## config.mk

```make
export PLATFORM = sky130hd
export DESIGN_NAME = alu_sequencer
export DESIGN_NICKNAME = d
export VERILOG_FILES = /design/src/rtl/alu_seq_pkg.sv /design/src/rtl/alu_sequencer.sv
export SDC_FILE = /design/constraint.sdc
export NUM_CORES = 1
export LEC_CHECK = 0
export CORE_MARGIN = 4
export CORE_UTILIZATION = 45
export CTS_BUF_LIST = sky130_fd_sc_hd__clkbuf_8 sky130_fd_sc_hd__clkbuf_16
export CTS_CLUSTER_DIAMETER = 50
export CTS_CLUSTER_SIZE = 14
export DETAILED_ROUTE_END_ITERATION = 7
export PLACE_DENSITY = 0.78
export REMOVE_ABC_BUFFERS = 1
export SYNTH_ARGS = -nofsm -noshare
export SYNTH_HDL_FRONTEND = slang
export SYNTH_SLANG_ARGS = --single-unit
```

## constraint.sdc

```tcl
create_clock -name clk -period 1.85 [get_ports clk]
set_input_delay 0.37 -clock clk [delete_from_list [all_inputs] [get_ports clk]]
set_output_delay 0.37 -clock clk [all_outputs]
set_load 0.05 [all_outputs]
```

## src/rtl/alu_seq_pkg.sv

```systemverilog
// Shared types and constants for the ALU sequencing controller.
package alu_seq_pkg;

  localparam int unsigned DATA_W = 4;
  localparam int unsigned RES_W  = 8;
  localparam int unsigned CNT_W  = 4;
  localparam int unsigned OCNT_W = 16;

  typedef enum logic [1:0] {
    IDLE   = 2'd0,
    SETTLE = 2'd1,
    RESP   = 2'd2
  } state_t;

  localparam logic [2:0] OC_NOT = 3'd0;
  localparam logic [2:0] OC_AND = 3'd1;
  localparam logic [2:0] OC_OR  = 3'd2;
  localparam logic [2:0] OC_XOR = 3'd3;
  localparam logic [2:0] OC_ADD = 3'd4;
  localparam logic [2:0] OC_SUB = 3'd5;
  localparam logic [2:0] OC_NEG = 3'd6;
  localparam logic [2:0] OC_MUL = 3'd7;

  localparam int unsigned FLG_CRY   = 7;
  localparam int unsigned FLG_BRR   = 6;
  localparam int unsigned FLG_ZRO   = 5;
  localparam int unsigned FLG_NEG   = 4;
  localparam int unsigned FLG_ARITH = 3;
  localparam int unsigned FLG_EQ    = 2;
  localparam int unsigned FLG_GTR   = 1;
  localparam int unsigned FLG_MIN   = 0;

  // Field order matches the FLG_* bit indices (cry in bit 7, min in bit 0).
  typedef struct packed {
    logic cry;
    logic brr;
    logic zro;
    logic neg;
    logic arith;
    logic eq;
    logic gtr;
    logic min;
  } flags_t;

  function automatic flags_t pack_flags(
    input logic cry, input logic brr, input logic zro, input logic neg,
    input logic arith, input logic eq, input logic gtr, input logic min
  );
    flags_t f;
    f.cry   = cry;
    f.brr   = brr;
    f.zro   = zro;
    f.neg   = neg;
    f.arith = arith;
    f.eq    = eq;
    f.gtr   = gtr;
    f.min   = min;
    return f;
  endfunction

endpackage

```

## src/rtl/alu_sequencer.sv

```systemverilog
// Sequencer in front of a combinational 4-bit ALU: registers operands, waits a
// settle time, captures result/flags, and keeps an accumulator for chaining.
module alu_sequencer
  import alu_seq_pkg::*;
#(
  parameter int unsigned SETTLE_CYCLES = 1
) (
  input  logic                clk,
  input  logic                rst_n,
  input  logic                cmd_valid,
  output logic                cmd_ready,
  input  logic [2:0]          cmd_oc,
  input  logic [DATA_W-1:0]   cmd_a,
  input  logic [DATA_W-1:0]   cmd_b,
  input  logic                cmd_use_acc,
  input  logic                cmd_use_cry,
  input  logic                acc_clr,
  output logic [DATA_W-1:0]   alu_a,
  output logic [DATA_W-1:0]   alu_b,
  output logic [2:0]          alu_oc,
  output logic                alu_cry_in,
  input  logic [RES_W-1:0]    alu_c,
  input  logic                alu_cry,
  input  logic                alu_brr,
  input  logic                alu_zro,
  input  logic                alu_neg,
  input  logic                alu_arith,
  input  logic                alu_eq,
  input  logic                alu_gtr,
  input  logic                alu_min,
  output logic                rsp_valid,
  input  logic                rsp_ready,
  output logic [RES_W-1:0]    rsp_c,
  output logic [7:0]          rsp_flags,
  output logic [OCNT_W-1:0]   op_count
);

  localparam logic [CNT_W-1:0] CNT_LOAD = CNT_W'(SETTLE_CYCLES);
  localparam logic [CNT_W-1:0] CNT_LAST = CNT_W'(1);

  state_t              r_state;
  state_t              w_state_nxt;
  logic                w_accept;
  logic                w_capture;
  logic                w_rsp_hs;
  logic                r_cmd_ready;
  logic                r_rsp_valid;
  logic [CNT_W-1:0]    r_cnt;
  logic [DATA_W-1:0]   r_alu_a;
  logic [DATA_W-1:0]   r_alu_b;
  logic [2:0]          r_alu_oc;
  logic                r_alu_cry_in;
  logic [RES_W-1:0]    r_rsp_c;
  flags_t              r_rsp_flags;
  flags_t              w_flags;
  // Only the low nibble of the accumulator is ever fed back as an operand.
  logic [DATA_W-1:0]   r_acc;
  logic                r_cry;
  logic [OCNT_W-1:0]   r_op_count;

  assign w_flags = pack_flags(alu_cry, alu_brr, alu_zro, alu_neg,
                              alu_arith, alu_eq, alu_gtr, alu_min);

  // State register.
  always_ff @(posedge clk or negedge rst_n) begin
    if (!rst_n) r_state <= IDLE;
    else        r_state <= w_state_nxt;
  end

  // Next-state and per-edge strobes.
  always_comb begin
    w_state_nxt = r_state;
    w_accept    = 1'b0;
    w_capture   = 1'b0;
    w_rsp_hs    = 1'b0;
    case (r_state)
      IDLE: begin
        if (cmd_valid && r_cmd_ready) begin
          w_accept    = 1'b1;
          w_state_nxt = SETTLE;
        end
      end
      SETTLE: begin
        if (r_cnt == CNT_LAST) begin
          w_capture   = 1'b1;
          w_state_nxt = RESP;
        end
      end
      RESP: begin
        if (r_rsp_valid && rsp_ready) begin
          w_rsp_hs    = 1'b1;
          w_state_nxt = IDLE;
        end
      end
      default: w_state_nxt = IDLE;
    endcase
  end

  // Handshake outputs registered from the next state.
  always_ff @(posedge clk or negedge rst_n) begin
    if (!rst_n) begin
      r_cmd_ready <= 1'b1;
      r_rsp_valid <= 1'b0;
    end else begin
      r_cmd_ready <= (w_state_nxt == IDLE);
      r_rsp_valid <= (w_state_nxt == RESP);
    end
  end

  // ALU drive registers hold for the whole command; settle countdown.
  always_ff @(posedge clk or negedge rst_n) begin
    if (!rst_n) begin
      r_alu_a      <= '0;
      r_alu_b      <= '0;
      r_alu_oc     <= '0;
      r_alu_cry_in <= 1'b0;
      r_cnt        <= '0;
    end else if (w_accept) begin
      r_alu_a      <= cmd_use_acc ? r_acc : cmd_a;
      r_alu_b      <= cmd_b;
      r_alu_oc     <= cmd_oc;
      r_alu_cry_in <= cmd_use_cry & r_cry;
      r_cnt        <= CNT_LOAD;
    end else if (r_state == SETTLE) begin
      r_cnt        <= r_cnt - CNT_W'(1);
    end
  end

  // Response capture.
  always_ff @(posedge clk or negedge rst_n) begin
    if (!rst_n) begin
      r_rsp_c     <= '0;
      r_rsp_flags <= '0;
    end else if (w_capture) begin
      r_rsp_c     <= alu_c;
      r_rsp_flags <= w_flags;
    end
  end

  // Accumulator and carry; a coincident clear overrides the capture.
  always_ff @(posedge clk or negedge rst_n) begin
    if (!rst_n) begin
      r_acc <= '0;
      r_cry <= 1'b0;
    end else if (acc_clr) begin
      r_acc <= '0;
      r_cry <= 1'b0;
    end else if (w_capture) begin
      r_acc <= alu_c[DATA_W-1:0];
      r_cry <= alu_cry;
    end
  end

  always_ff @(posedge clk or negedge rst_n) begin
    if (!rst_n)        r_op_count <= '0;
    else if (w_rsp_hs) r_op_count <= r_op_count + OCNT_W'(1);
  end

  assign cmd_ready  = r_cmd_ready;
  assign rsp_valid  = r_rsp_valid;
  assign alu_a      = r_alu_a;
  assign alu_b      = r_alu_b;
  assign alu_oc     = r_alu_oc;
  assign alu_cry_in = r_alu_cry_in;
  assign rsp_c      = r_rsp_c;
  assign rsp_flags  = r_rsp_flags;
  assign op_count   = r_op_count;

endmodule

```

==> results of run 1 <==
==> synth_stat cells, drive strengths merged (3+ instances only) <==
library cell	n
nand2	92
dfrtp	56
nand3	13
xnor2	12
o21ai	9
nor2	6
a21oi	5
clkbuf	5
and3	4
buf	4
mux2i	4
ha	3
inv	3
xor2	3
==> worst max-delay path by stage <==
| stage | start | end | slack [ns] | cells past startpoint |
|---|---|---|---|---|
| floorplan | op_count[3] | op_count[12] | 0.16 | 4 |
| global placement | rsp_ready | op_count[5] | 0.01 | 5 |
| detailed placement | rsp_ready | op_count[15] | -0.07 | 5 |
| CTS | r_cnt[1] | rsp_c[7] | 0.19 | 7 |
| global route | r_cnt[1] | rsp_flags[3] | 0.02 | 7 |
| finish | r_cnt[1] | rsp_c[7] | 0.24 | 7 |
==> worst max-delay path, cell delays in order, from the launching register on <==
cell and delay (ns):
dfrtp_1 0.38, inv_1 0.09, ha_1 0.14, nor3b_1 0.26, and2_1 0.36, buf_4 0.20
nand2_1 0.07, nand2_1 0.06
==> layer usage <==
| layer | routed length (microns) | vias up | part of all wire [%] |
|---|---|---|---|
| met5 | 0 | - | 0 |
| met4 | 117 | 0 | 2.2 |
| met3 | 259 | 9 | 4.8 |
| met2 | 2690 | 43 | 50 |
| met1 | 2350 | 883 | 43 |
| li1 | - | 935 | - |
==> timing repair <==
action | 4_1_cts | 5_1_grt
gates resized for setup | 2 | 0
buffers inserted | 0 | 0
endpoints found under the setup margin | 2 | 0
==> through the flow <==
stage	util [%]	instance area, sq um	worst slack, ns	setup TNS [ns]
finish	68.3	3330	0.239	0
global route	68.3	3330	0.0218	0
CTS	68.3	3330	0.187	0
global placement	64.4	3140	0.0129	0
detailed placement	64.4	3140	-0.0689	-0.192
floorplan	-	2300	0.157	0
==> kinds of logic after synthesis <==
logic type | count (synthesis) | synth area share, %
simple gates | 128 | 24.9
flops | 57 | 61.0
xor+xnor | 15 | 5.62
compound gates | 14 | 3.00
buf+inv | 12 | 2.09
mux | 4 | 1.71
fa+ha+maj | 3 | 1.61
==> sequential cells by signal (all words and copies together) (netlist names) <==
signal      count
alu_a           4
rsp_flags       8
alu_cry_in      1
r_state         2
r_acc           4
cmd_ready       1
r_cnt           4
rsp_c           8
rsp_valid       1
alu_b           4
alu_oc          3
r_cry           1
op_count       16
==> power by group through the flow <==
stage	Clock [W]	Sequential, W	Combinational [W]
after CTS	0.00116	0.00192	0.00261
after detailed placement	0	0.00193	0.00262
after global placement	0	0.00192	0.00257
after global routing	0.00123	0.00197	0.00276
final	0.00114	0.00192	0.00258
after floorplan	0	0.00303	0.000589
==> area by class of cell <==
class | count | area, sq um
sequential | 57 | 1430
timing repair buffer | 88 | 753
clock inverter | 4 | 43.8
inverter | 3 | 11.3
fill | 418 | 1550
clock buffer | 11 | 151
tap | 67 | 83.8
multi-input combinational | 164 | 862
==> results by group, run 1 <==
Clock network
  – Clock Latency Late Sink: 0.32 ns
  – Clk buf depth: 2
  – H-tree depth: 3
  – CTS buffer count: 9
  – Root buffer cell: clkbuf_8
  – # clock sinks: 57
  – CTS tree: built
  – Clock-pin slew on the worst setup and hold paths: 0.06 ns
  – CTS hold repair buffers: 0

Global routing
  – First-pass GRT wire length: 8.92 mm
  – Met2 usage: 30.0%
  – Met3 usage in global routing: 4.48%
  – Vias in the first global route: 1859
  – Grt ovf: 0
  – Met1 Track Usage GR: 23.1%
  – Antenna violations before repair: 0
  – Top Usage Layer GRT: met2
  – Gr usage total: 18.5%
  – Largest net degree at the start of global routing: 58

Worst setup path
  – Reg2reg start: r_cnt[1]
  – R2R Path End: rsp_c[7]
  – Worst setup SP type: register
  – Reg2Reg Setup Slack: 0.24 ns
  – CP Data Arrival Time: 1.88 ns
  – Crit. End Element: register
  – Worst-path fanout max: 7
  – Cells on worst reg2reg path: 7
  – WS Path Type: register to register
  – CP Data Required Time: 2.12 ns

Synthesis
  – Share of the synthesized area in the top cell type: 59.9%
  – Yosys reg bits: 57
  – Yosys top cell by area: dfrtp_1
  – Warnings, synthesis: 0
  – Post-synth EDFFs: 0
  – Area contributors post-synth: dfrtp_1, nand2_1, xnor2_1
  – Sequential area share after synthesis: 61.0%
  – Avg Cell Area, Syn: 10.0 sq um
  – Ys flop type: dfrtp_1
  – Synthesized area: 0.00234 sq mm
  – Syn Inst Count: 233
  – FFs w/ async S/R, synth: 100%
  – Synth unique cells: 29

Layout
  – Commonest non-fill, non-tap cell in the layout: nand2_1
  – Ant. Diodes: 0
  – Most frequent cells in the layout: nand2_1, dfrtp_1, buf_4, clkdlybuf4s50_1, nand3_1
  – Layout Cells excl Fill: 394
  – Net count, final: 360
  – Layout area overhead: 42.5%
  – Share of cells above drive strength 1: 22.0%

Placement
  – Port bufs: 79
  – Routability cong.: 0.717
  – DP Cell Count: 379
  – Final HPWL DP: 3.94 mm

Drt
  – Routed len/inst: 13.7 microns
  – Via count: 1870
  – Iteration count of the initial detailed-routing pass: 4
  – DRC Markers: 0
  – Initial drt markers: 82
  – WL final: 5.41 mm
  – Vias/cell: 4.75
  – DRT antenna net count: 0

Die
  – Initial Util: 47.9%
  – Die width: 80.1 microns
  – DIE HEIGHT: 80.1 microns
  – Core Area: 0.00488 sq mm
  – Io pins: 80
  – Row count: 25
  – Die area: 0.00641 sq mm

Pwr
  – Peak VDD IR: 1.14 mV
  – P per Cell Area: 1690 mW/mm^2
  – Static Leak: 1.75 nW
  – P_int: 0.00312 W
  – Combinational share of power: 45.8%
  – Sw power: 0.00252 W
  – Clock power share: 20.2%
  – Switching part of the total: 44.7%
  – Total power: 0.00564 W
  – Sequential power share: 34.0%

STA
  – Worst clock skew: 0.00661 ns
  – Min cycle time layout: 1.61 ns
  – Peak Freq: 0.621 GHz
  – Worst slew margin: 67.9%
  – Crit share post-route: 87.1%
  – Count of final setup violators: 0
  – Hold_ws: 0.0278 ns
  – Hold Vio Cnt, Final: 0
  – Worst Tran Pin Value: 0.484 ns
  – RSZ-0062 raised after global routing: false
  – Max-slew violations: 0

Run status
  – Status: finished, final reports clean

Flow run
  – Maxcap violations: 0

Worst hold path
  – Hold/Removal Path Class: input pin to async pin
No activity file was read; power rests on OpenSTA's default activity.
==> run 2, diff against run 1 <==
--- a/config.mk
+++ b/config.mk
@@ -12,7 +12,9 @@
 export CTS_CLUSTER_SIZE = 14
 export DETAILED_ROUTE_END_ITERATION = 7
 export PLACE_DENSITY = 0.78
+export RECOVER_POWER = 25
 export REMOVE_ABC_BUFFERS = 1
+export SETUP_SLACK_MARGIN = 0.15
 export SYNTH_ARGS = -nofsm -noshare
 export SYNTH_HDL_FRONTEND = slang
 export SYNTH_SLANG_ARGS = --single-unit
==> results by group, run 2 (synthesis gave the netlist of run 1 again) <==
Run status
  – Status: finished, final reports clean

Placement
  – DP Area: 0.00314 sq mm
  – DP Cell Count: 379
  – Pre-CTS setup slack: -0.0689 ns
  – Port bufs: 79
  – Routability cong.: 0.717
  – Final HPWL DP: 3.94 mm

STA
  – RSZ-0062 raised after global routing: false
  – Crit share post-route: 85.1%
  – Hold_ws: 0.436 ns
  – Worst slew margin: 9.32%
  – Hold Vio Cnt, Final: 0
  – Final WS setup: 0.275 ns
  – Min cycle time layout: 1.58 ns
  – Peak Freq: 0.635 GHz
  – Worst clock skew: 0.00680 ns
  – Worst Tran Pin Value: 1.36 ns
  – Max-slew violations: 0
  – Count of final setup violators: 0

Clock network
  – # Post-CTS Setup Buffers: 0
  – # clock sinks: 57
  – CTS hold repair buffers: 0
  – Root buffer cell: clkbuf_8
  – Clk buf depth: 2
  – CTS tree: built
  – H-tree depth: 3
  – Clock-pin slew on the worst setup and hold paths: 0.06 ns
  – Clock Latency Late Sink: 0.32 ns
  – CTS buffer count: 9

Global routing
  – Grt ovf: 0
  – Gr usage total: 18.5%
  – Vias in the first global route: 1859
  – First-pass GRT wire length: 8.92 mm
  – Antenna violations before repair: 0
  – Largest net degree at the start of global routing: 58

Worst setup path
  – CP Data Arrival Time: 1.21 ns
  – Worst-path fanout max: 2
  – Delay-heaviest family, CP: buffers and inverters
  – CP max-delay cell: dlygate4sd2_1
  – Reg2Reg Setup Slack: 0.32 ns
  – WP buf/inv: 1
  – CP Data Required Time: 1.48 ns
  – CP Cell Sequence: dlygate4sd2_1
  – Crit. End Element: output port
  – Max incr delay on CP: 0.53 ns
  – WS Path Type: register to output port
  – Worst setup SP type: register

Die
  – Io pins: 80
  – DIE HEIGHT: 80.1 microns
  – Initial Util: 47.9%
  – Row count: 25
  – Die area: 0.00641 sq mm
  – Die width: 80.1 microns
  – Core Area: 0.00488 sq mm

Worst hold path
  – Hold/Removal Path Class: input pin to async pin

Drt
  – Initial drt markers: 92
  – WL final: 5.41 mm
  – DRC Markers: 0
  – DRT antenna net count: 0
  – Routed len/inst: 13.7 microns
  – Vias/cell: 4.76
  – Via count: 1876
  – Iteration count of the initial detailed-routing pass: 4

Layout
  – Most frequent cells in the layout: nand2_1, dfrtp_1, buf_4, clkdlybuf4s50_1, nand3_1
  – Layout area overhead: 42.2%
  – Max reg flops: 16
  – Ant. Diodes: 0
  – Share of cells above drive strength 1: 22.6%
  – Commonest non-fill, non-tap cell in the layout: nand2_1
  – Final instance area: 0.00332 sq mm
  – Fillers: 417
  – Net count, final: 360
  – Layout Cells excl Fill: 394

Flow run
  – Maxcap violations: 0

Pwr
  – Static Leak: 1.74 nW
  – Switching part of the total: 44.6%
  – Peak VDD IR: 1.14 mV
  – P per Cell Area: 1700 mW/mm^2
  – Sw power: 0.00252 W
  – Clock power share: 20.2%
  – Combinational share of power: 45.8%
  – P_int: 0.00312 W
  – Sequential power share: 34.0%
run 2: changes by cell type in the layout (fill, tap and decap cells not counted):
cell,delta
nor3b_1,-1
nor3b_2,+1
and2_2,+1
and2_1,-1
buf_12,-1
clkbuf_2,+1
run 2: power groups by stage:
| stage | clock network (W) | registers (W) | logic (W) |
|---|---|---|---|
| 2_1_floorplan | 0 | 0.00303 | 0.000589 |
| 3_5_place_dp | 0 | 0.00193 | 0.00262 |
| 6_report | 0.00114 | 0.00192 | 0.00259 |
| 4_1_cts | 0.00116 | 0.00192 | 0.00261 |
| 5_1_grt | 0.00123 | 0.00197 | 0.00276 |
| 3_3_place_gp | 0 | 0.00192 | 0.00257 |
run 2: through the flow:
step / util (%) / setup TNS (ns) / power (W)
finish: 68.1 / 0 / 0.00564
global route: 68.1 / 0 / 0.00596
CTS: 68.3 / 0 / 0.00569
detailed placement: 64.4 / -0.192 / 0.00455
global placement: 64.4 / 0 / 0.00449
floorplan: - / 0 / 0.00361
run 2: metal layers:
layer	share of wire [%]	GRT usage, %
met2	50	30.0
met3	4.9	4.48
met5	0	0
met1	43	23.1
met4	2.1	9.29
run 2: area by class of cell:
type | count | area (sq um) | area share, %
clock inverters | 4 | 43.8 | 1.32
clock buffers | 11 | 151 | 4.55
flip-flops and latches | 57 | 1430 | 42.9
repair buffers | 88 | 738 | 22.2
well taps | 67 | 83.8 | 2.52
inverters | 3 | 11.3 | 0.339
multi-input cells | 164 | 868 | 26.1
run 2: final timing paths:
path	startpoint	cells after the start	end
min in group clk	alu_b[3]	2	alu_b[3]
worst max register to register	r_cnt[0]	6	r_acc[2]
worst max-delay path	alu_b[0]	1	alu_b[0]
max in group asynchronous	rst_n	2	rsp_c[4]
worst min register to register	alu_b[3]	2	alu_b[3]
worst min-delay path	rst_n	2	alu_a[3]
run 2: timing repair:
item / 4_1_cts / 5_1_grt
resized for setup: 2 / 2
hold endpoints to repair: 0 / 0
setup endpoints to repair: 2 / 21
==> run 3, diff against run 2 <==
--- a/config.mk
+++ b/config.mk
@@ -5,13 +5,15 @@
 export SDC_FILE = /design/constraint.sdc
 export NUM_CORES = 1
 export LEC_CHECK = 0
+export ABC_AREA = 1
+export CAP_MARGIN = 20
 export CORE_MARGIN = 4
-export CORE_UTILIZATION = 45
+export CORE_UTILIZATION = 46
 export CTS_BUF_LIST = sky130_fd_sc_hd__clkbuf_8 sky130_fd_sc_hd__clkbuf_16
 export CTS_CLUSTER_DIAMETER = 50
 export CTS_CLUSTER_SIZE = 14
 export DETAILED_ROUTE_END_ITERATION = 7
-export PLACE_DENSITY = 0.78
+export PLACE_DENSITY = 0.79
 export RECOVER_POWER = 25
 export REMOVE_ABC_BUFFERS = 1
 export SETUP_SLACK_MARGIN = 0.15
==> results by group, run 3 <==
Synthesis
  – Warnings, synthesis: 0
  – Post-synth EDFFs: 0
  – FFs w/ async S/R, synth: 100%
  – Most common cell in the netlist: nand2_1
  – Sequential area share after synthesis: 56.8%
  – Ys flop type: dfrtp_1
  – Area contributors post-synth: dfrtp_1, nand2_1, inv_1
  – Synthesized area: 0.00251 sq mm
  – Yosys reg bits: 57
  – Avg Cell Area, Syn: 8.70 sq um
  – Share of the synthesized area in the top cell type: 55.7%
  – Synth unique cells: 26
  – Top cells by count, synth: nand2_1, dfrtp_1, inv_1
  – Yosys top cell by area: dfrtp_1
  – Syn Inst Count: 289

STA
  – Crit share post-route: 85.1%
  – Peak Freq: 0.635 GHz
  – Count of final setup violators: 0
  – Worst Tran Pin Value: 1.35 ns
  – Hold Vio Cnt, Final: 0
  – Max-slew violations: 0
  – Hold_ws: 0.425 ns
  – RSZ-0062 raised after global routing: false
  – Worst clock skew: 0.00810 ns
  – Worst slew margin: 10.0%
  – Post-route setup TNS: 0 ns
  – Min cycle time layout: 1.57 ns

Drt
  – Via count: 2180
  – WL final: 5.70 mm
  – Vias/cell: 4.82
  – DRC Markers: 0
  – Initial drt markers: 80
  – Iteration count of the initial detailed-routing pass: 4
  – DRT antenna net count: 0
  – Routed len/inst: 12.6 microns

Layout
  – Max reg flops: 16
  – Register area: 0.00143 sq mm
  – Final core utilization: 67.3%
  – Share of cells above drive strength 1: 21.5%
  – Final instance area: 0.00350 sq mm
  – Net count, final: 414
  – Layout area overhead: 39.3%
  – Fillers: 427
  – Ant. Diodes: 0
  – Most frequent cells in the layout: nand2_1, dfrtp_1, buf_4, clkdlybuf4s50_1, inv_1
  – Footprint of the multi-input gates: 942 sq um
  – Commonest non-fill, non-tap cell in the layout: nand2_1

Placement
  – Port bufs: 79
  – Final HPWL DP: 4.23 mm
  – Routability cong.: 0.872
  – DP Area: 0.00327 sq mm

Worst setup path
  – Crit. End Element: output port
  – Worst setup SP type: register
  – CP Data Arrival Time: 1.20 ns
  – CP Data Required Time: 1.48 ns
  – Delay-heaviest family, CP: buffers and inverters
  – CP max-delay cell: dlygate4sd2_1
  – Worst-path fanout max: 2
  – WP buf/inv: 1
  – Cells on worst reg2reg path: 8
  – Max incr delay on CP: 0.53 ns
  – WS Path Type: register to output port
  – Reg2Reg Setup Slack: 0.45 ns
  – CP Cell Sequence: dlygate4sd2_1
  – Worst path depth: 1

Flow run
  – Maxcap violations: 0

Run status
  – Status: finished, final reports clean

Die
  – DIE HEIGHT: 81.9 microns
  – Row count: 26
  – Die area: 0.00671 sq mm
  – Die width: 81.9 microns
  – Io pins: 80
  – Initial Util: 48.3%
  – Core Area: 0.00520 sq mm

Pwr
  – Peak VDD IR: 1.24 mV
  – P per Cell Area: 1670 mW/mm^2
  – Static Leak: 1.84 nW
  – Total power: 0.00586 W

Clock network
  – Clock Latency Late Sink: 0.33 ns
  – H-tree depth: 3
  – CTS buffer count: 9
  – Root buffer cell: clkbuf_8
  – CTS tree: built
  – Clock-pin slew on the worst setup and hold paths: 0.06 ns
  – Clk buf depth: 2
  – # clock sinks: 57

Global routing
  – Vias in the first global route: 2191
  – First-pass GRT wire length: 9.54 mm
  – Largest net degree at the start of global routing: 58
  – Antenna violations before repair: 0
  – Gr usage total: 18.8%
  – Grt ovf: 0

Worst hold path
  – Hold/Removal Path Class: input pin to async pin
-- run 3: layout make-up --
| class | count | share of cell area (%) |
|---|---|---|
| clock inverter | 6 | 3.04 |
| sequential | 57 | 40.8 |
| clock buffer | 10 | 3.93 |
| tap | 70 | 2.50 |
| inverter | 28 | 3.07 |
| timing repair buffer | 82 | 19.8 |
| multi-input combinational | 199 | 26.9 |
-- run 3: power by group --
group          leakage [nW]  total (W)  internal [W]  switching (W)
Combinational         0.990    0.00255      0.000763        0.00179
Sequential            0.722    0.00189       0.00165       0.000238
Clock                 0.124    0.00142      0.000924       0.000494
-- run 3: logic make-up (layout without fill, tap and decap cells) --
kind of cell | after synthesis | count (layout) | synth area share [%]
flops | 57 | 57 | 56.8
buf+inv | 33 | 126 | 5.72
simple gates | 164 | 164 | 28.0
xor+xnor | 10 | 10 | 3.48
fa+ha+maj | 3 | 3 | 1.49
compound gates | 22 | 22 | 4.48
-- run 3: what timing repair did --
item                       CTS  global route
resized for setup            1             0
setup endpoints to repair    1             0
buffers inserted             0             0
hold buffers                 0             0
-- run 3: final timing paths --
check	start	endpoint
worst max-delay path	rsp_valid	rsp_valid
worst min-delay path	rst_n	op_count[5]
worst max register to register	r_cnt[1]	r_acc[1]
worst min register to register	alu_b[2]	alu_b[2]
max in group asynchronous	rst_n	rsp_flags[1]
min in group clk	alu_b[2]	alu_b[2]
-- run 3: through the flow --
stage,instances,setup slack (ns)
6_report,452,0.275
5_1_grt,452,0.229
4_1_cts,452,0.252
3_5_place_dp,436,0.168
3_3_place_gp,436,0.196
2_1_floorplan,284,0.193
-- run 3: routing by layer --
layer  track usage (%)  routed length (microns)  vias to the layer above
li1                  -                        -                     1082
met1              21.2                     2350                     1014
met2              30.7                     2720                       69
met3              6.36                      484                       15
met4              11.0                      141                        0
met5                 0                        0                        -
